$ cat src/rtl/vertex_pe_mac.sv
// Pipelined GCN vertex-update PE: multiplies weight/feature pairs, reduces them in an adder tree,
// and accumulates NUM_CHUNKS beats into one saturated vertex value with valid/ready on both sides.
`timescale 1ns/1ps
module vertex_pe_mac #(
  parameter int MULT_PER_PE = 4,
  parameter int FV_SIZE     = 16,
  parameter int NODE_ID_W   = 8,
  parameter int NUM_CHUNKS  = 2
) (
  input  logic                           clk,
  input  logic                           reset,
  input  logic                           in_valid,
  output logic                           in_ready,
  input  logic [MULT_PER_PE*FV_SIZE-1:0] Weight_data_in,
  input  logic [MULT_PER_PE*FV_SIZE-1:0] FV_RS,
  input  logic [NODE_ID_W-1:0]           Node_id,
  output logic                           out_valid,
  input  logic                           out_ready,
  output logic [FV_SIZE-1:0]             Vertex_output,
  output logic [NODE_ID_W-1:0]           Node_id_out,
  output logic                           out_sat,
  output logic                           id_err
);

  localparam int PROD_W = 2 * FV_SIZE;
  localparam int LOG_M  = $clog2(MULT_PER_PE);
  localparam int SUM_W  = PROD_W + LOG_M;
  localparam int ACC_W  = PROD_W + $clog2(MULT_PER_PE * NUM_CHUNKS);
  localparam int CNT_W  = (NUM_CHUNKS > 1) ? $clog2(NUM_CHUNKS) : 1;
  localparam logic [CNT_W-1:0] LAST_CNT = CNT_W'(NUM_CHUNKS - 1);

  logic                 stall;
  logic                 accept;
  logic                 first_beat;
  logic                 beat_last;
  logic [CNT_W-1:0]     chunk_cnt;
  logic [NODE_ID_W-1:0] grp_id;
  logic [NODE_ID_W-1:0] beat_id;

  logic                 s1_valid;
  logic                 s1_last;
  logic [NODE_ID_W-1:0] s1_id;
  logic [PROD_W-1:0]    s1_prod [MULT_PER_PE];

  logic                 s2_valid;
  logic                 s2_last;
  logic [NODE_ID_W-1:0] s2_id;
  logic [SUM_W-1:0]     s2_sum;
  logic [SUM_W-1:0]     tree_sum;

  logic [ACC_W-1:0]     acc;
  logic [ACC_W-1:0]     total;
  logic                 overflow;

  assign stall      = out_valid && !out_ready;
  assign in_ready   = !stall;
  assign accept     = in_valid && in_ready;
  assign first_beat = (chunk_cnt == '0);
  assign beat_last  = (chunk_cnt == LAST_CNT);
  assign beat_id    = first_beat ? Node_id : grp_id;

  // Group bookkeeping: the id of the first beat is what gets reported for the whole group.
  always_ff @(posedge clk) begin
    if (reset) begin
      chunk_cnt <= '0;
      grp_id    <= '0;
      id_err    <= 1'b0;
    end else if (accept) begin
      chunk_cnt <= beat_last ? '0 : chunk_cnt + CNT_W'(1);
      if (first_beat) begin
        grp_id <= Node_id;
      end else if (Node_id != grp_id) begin
        id_err <= 1'b1;
      end
    end
  end

  always_ff @(posedge clk) begin
    if (reset) begin
      s1_valid <= 1'b0;
      s1_last  <= 1'b0;
      s1_id    <= '0;
      for (int i = 0; i < MULT_PER_PE; i++) begin
        s1_prod[i] <= '0;
      end
    end else if (!stall) begin
      s1_valid <= accept;
      s1_last  <= beat_last;
      s1_id    <= beat_id;
      for (int i = 0; i < MULT_PER_PE; i++) begin
        s1_prod[i] <= PROD_W'(Weight_data_in[i*FV_SIZE +: FV_SIZE]) *
                      PROD_W'(FV_RS[i*FV_SIZE +: FV_SIZE]);
      end
    end
  end

  // Binary reduction tree; each level keeps its own node array so levels stay acyclic.
  genvar lv, nd;
  generate
    for (lv = 0; lv <= LOG_M; lv++) begin : g_lvl
      logic [SUM_W-1:0] node [MULT_PER_PE >> lv];
      for (nd = 0; nd < (MULT_PER_PE >> lv); nd++) begin : g_node
        if (lv == 0) begin : g_leaf
          assign node[nd] = SUM_W'(s1_prod[nd]);
        end else begin : g_add
          assign node[nd] = g_lvl[lv-1].node[2*nd] + g_lvl[lv-1].node[2*nd+1];
        end
      end
    end
  endgenerate

  assign tree_sum = g_lvl[LOG_M].node[0];

  always_ff @(posedge clk) begin
    if (reset) begin
      s2_valid <= 1'b0;
      s2_last  <= 1'b0;
      s2_id    <= '0;
      s2_sum   <= '0;
    end else if (!stall) begin
      s2_valid <= s1_valid;
      s2_last  <= s1_last;
      s2_id    <= s1_id;
      s2_sum   <= tree_sum;
    end
  end

  assign total    = acc + ACC_W'(s2_sum);
  assign overflow = |total[ACC_W-1:FV_SIZE];

  // When not stalled any held output has been consumed, so out_valid follows the new result only.
  always_ff @(posedge clk) begin
    if (reset) begin
      acc           <= '0;
      out_valid     <= 1'b0;
      Vertex_output <= '0;
      Node_id_out   <= '0;
      out_sat       <= 1'b0;
    end else if (!stall) begin
      out_valid <= s2_valid && s2_last;
      if (s2_valid) begin
        if (s2_last) begin
          acc           <= '0;
          Vertex_output <= overflow ? {FV_SIZE{1'b1}} : total[FV_SIZE-1:0];
          out_sat       <= overflow;
          Node_id_out   <= s2_id;
        end else begin
          acc <= total;
        end
      end
    end
  end

endmodule

$ cat config.mk
export PLATFORM = sky130hd
export DESIGN_NAME = vertex_pe_mac
export DESIGN_NICKNAME = d
export VERILOG_FILES = /design/src/rtl/vertex_pe_mac.sv
export SDC_FILE = /design/constraint.sdc
export NUM_CORES = 2
export LEC_CHECK = 0
export ABC_AREA = 1
export BUFFER_PORTS_ARGS = -buffer_cell sky130_fd_sc_hd__buf_2
export CAP_MARGIN = 25
export CORE_AREA = 10 10 288 290
export CTS_CLUSTER_DIAMETER = 200
export CTS_CLUSTER_SIZE = 25
export DETAILED_ROUTE_END_ITERATION = 10
export DIE_AREA = 0 0 298 300
export GPL_TIMING_DRIVEN = 0
export PLACE_DENSITY = 0.82
export SYNTH_ARGS = -nofsm -noshare
export SYNTH_HDL_FRONTEND = slang
export SYNTH_SLANG_ARGS = --single-unit
export TNS_END_PERCENT = 10
$ cat constraint.sdc
create_clock -name clk -period 6.9 [get_ports clk]
set_input_delay 0.345 -clock clk [delete_from_list [all_inputs] [get_ports clk]]
set_output_delay 0.345 -clock clk [all_outputs]
set_load 0.005 [all_outputs]
==> results list <==
* Share of the clock period used by the worst path after layout: 94.6%
- TritonRoute pass-1 iters: 6
- The worst setup path is captured at a register.
- For this run, the register share of the synthesized area comes to 12.8%.
* Total number of placement rows: 102
* Launching point of the worst reg2reg path: s1_prod[0][1]
- Number of gates resized after cts: 0
- Tightest Pin Transition: 1.09 ns
- From left edge to right edge, the die measures 298 µm.
* Starting density of the core: 64.3%
* Fraction of final layout cells with drive strength greater than 1: 1.61%
- Remaining max-slew budget at the tightest pin: 27.6%
* Skew-Pair Late Insertion Delay: 0.51 ns
* Total routing usage reported by global routing: 30.5%
- Count of non-filler cells in the finished layout: 7618
* Final estimated routing congestion in global placement: 0.977
- Timing would allow up to 153 MHz.
- Across all register-to-register paths, the minimum setup slack is 3.00 ns.
- WL per Instance: 17.8 µm
* Cell Count Post-Placement: 7591
* Critical hold path startpoint: Node_id[2]
* Placed cell area: 0.0511 mm²
- Remaining number of nets flagged by the antenna check after routing: 0
- Entering global routing, the biggest net connects 71 pins.
* Number of ports placed on the die boundary: 168
- Buffers placed on the I/O ports in this run total 39.
- The via count of the first global-routing pass was 42900.
- Clock-pin slew was measured on the worst setup and hold paths at 0.10 ns.
- Setup repair after global routing left no endpoint under its margin.
- Final sum of negative setup slack: 0 ns
- Initial antenna violation count: 3
- Beginning of the critical path: Weight_data_in[44]
- Synth-to-layout area growth: 3.98%
- Of all nets on the critical path, the largest fanout is 10.
- Data arrives at the worst endpoint at 6.85 ns.
* Final Skew: 0.0388 ns
- Summed over all nets, the half-perimeter wirelength after detailed placement is 115000 µm.
- In the synthesized netlist, the number of instances is 6511.
- Grt met3 use: 4.63%
- Number of cell instances on the worst register-to-register path: 16
- TritonCTS built the clock tree.
* Total Wirelength: 136000 µm
- The number of different library cells used by synthesis comes to 51.
* Avg Cell Area, Syn: 7.61 µm²
* Routed vias: 41700
- Number of levels in the clock H-tree: 1
- The global routing stage identified its most utilized layer as met2.
- Class of the tightest hold or removal check: input pin to register
- Core occupancy in the finished layout: 66.8%
- Pins over their slew limit: 0
* Nets in the synthesized netlist: 7975
- In this run the critical register-to-register path is captured at s2_sum[33].
- Final-report setup violation count: 0
- In this run, CTS created clock tree buffers numbering 14.
* Die extent in y: 300 µm
- The hold violation count in the final report came to 0.
- The first global-routing pass estimated 220000 µm of wire.
- After clock tree synthesis, the flow added hold-fix buffers numbering 0.
* Fraction of met1 tracks used by global routing: 38.4%
* Full die area: 0.0894 mm²
- Met2 global-route usage: 52.5%
* Average vias per placed instance: 5.48
- Number of enable-type register cells in the synthesized netlist: 128
- DRC Markers: 0
- The worst setup path is of the input pin to register kind.
- The Yosys step of the flow raised 0 warnings.
- Area of all placed cells without fillers: 0.0515 mm²
* Required time reported for the critical path endpoint: 7.22 ns
- The tree is rooted in a clkbuf_16.
* Count of maximum capacitance violations: 0
- The run finished with clean final reports.
* Post-synthesis instance area: 0.0496 mm²
- Synthesis inferred 253 register bits.
- Longest Clk Path Bufs: 3
- In this run the standard cell core region covers 0.0771 mm².
- For this run, the post-layout net count is 8031.
* Sinks on the clock net: 253
- Subtracting the final worst setup slack from the clock period gives 6.53 ns.
* Residual overflow from global routing: 0
- For this run, asynchronously set or reset flops after synthesis account for 0%.
- Detailed router's first-iteration violation count: 3416
- Leading register cell type out of synthesis: edfxtp_1
- Number of setup buffers added after CTS: 0
- Kind of start point of the critical path: input pin
- Hold Path Depth: 3
- The worst hold path terminates at s1_id[2].
## sequential cells by signal (all words and copies together) (netlist names), 8 cells and up
name,count
Node_id_out,8
Vertex_output,16
acc,35
grp_id,8
s1_id,8
s1_prod,128
s2_id,8
s2_sum,34
## cell families after synthesis
| group | after synthesis | share of synthesized area [%] |
|---|---|---|
| fa+ha+maj | 1324 | 46.2 |
| simple gates | 2248 | 17.9 |
| compound gates | 672 | 7.43 |
| xor+xnor | 32 | 0.566 |
| buf+inv | 1978 | 15.0 |
| flops | 253 | 12.8 |
| mux | 4 | 0.0808 |
## worst max path at each step
stage,cells past startpoint,to
3_5_place_dp,23,s1_prod[2][28]
5_1_grt,23,s1_prod[2][28]
4_1_cts,23,s1_prod[2][28]
2_1_floorplan,27,s1_prod[2][29]
6_report,23,s1_prod[2][28]
3_3_place_gp,23,s1_prod[2][28]
## metal layers
layer	vias to the layer above	share of wire (%)	wire length, µm
li1	19400	-	-
met1	20000	39	52600
met2	1898	48	65700
met3	385	8.4	11400
met4	2	4.3	5850
met5	-	0.028	38
## critical path, cell delays in order
cell      delay (ns)
clkbuf_1        0.40
clkbuf_1        0.55
nand2_1         0.19
fa_1            0.54
fa_1            0.52
fa_1            0.51
inv_1           0.05
fa_1            0.52
fa_1            0.50
inv_1           0.05
fa_1            0.48
inv_1           0.05
ha_1            0.37
nand2_1         0.12
nor2_1          0.12
inv_1           0.05
o21ai_0         0.55
a21oi_1         0.17
o21ai_0         0.30
nand2_1         0.12
nand3_1         0.09
nand2_1         0.05
nor2_1          0.20
## cells in the final DEF (no fill, tap or decap), types with 17 or more instances in the layout
cell	netlist	final
nand2_1	1730	1730
inv_1	1661	1661
fa_1	841	841
ha_1	483	483
a21oi_1	319	319
clkbuf_1	300	307
nor2_1	297	297
o21ai_0	215	215
edfxtp_1	128	128
dfxtp_1	125	125
nand3_1	92	92
buf_2	0	39
nand4_1	38	38
nor3_1	33	33
a21o_1	26	26
o21bai_1	20	20
o22ai_1	19	19
xor2_1	17	17
a31oi_1	17	17
## stage by stage
step                setup WS [ns]  hold slack [ns]
floorplan                    1.10            0.429
global placement           0.0562            0.440
detailed placement         0.0145            0.451
CTS                         0.459            0.154
global route              0.00573            0.164
finish                      0.373            0.166
## synth_stat cells, drive strengths merged, types with 38 or more instances
library cell	number	area, µm²
nand2	1738	6540
inv	1670	6270
fa	841	16800
ha	483	6040
a21oi	319	1600
nor2	315	1250
clkbuf	300	1130
o21ai	217	1090
edfxtp	128	3840
dfxtp	125	2500
nand3	95	490
nand4	38	238
## final cells by class
| cell class | instances | area (µm²) |
|---|---|---|
| well taps | 1040 | 1300 |
| multi-input cells | 4280 | 35800 |
| flip-flops and latches | 253 | 6350 |
| diodes | 3 | 7.51 |
| clock inverters | 1 | 30.0 |
| inverters | 1674 | 6280 |
| plain buffers | 304 | 1160 |
| fillers | 6644 | 25600 |
| repair buffers | 40 | 223 |
| clock buffers | 23 | 405 |
Power is not shown: default switching activity piles up to over one toggle a cycle in this logic, so the estimate is an artifact.
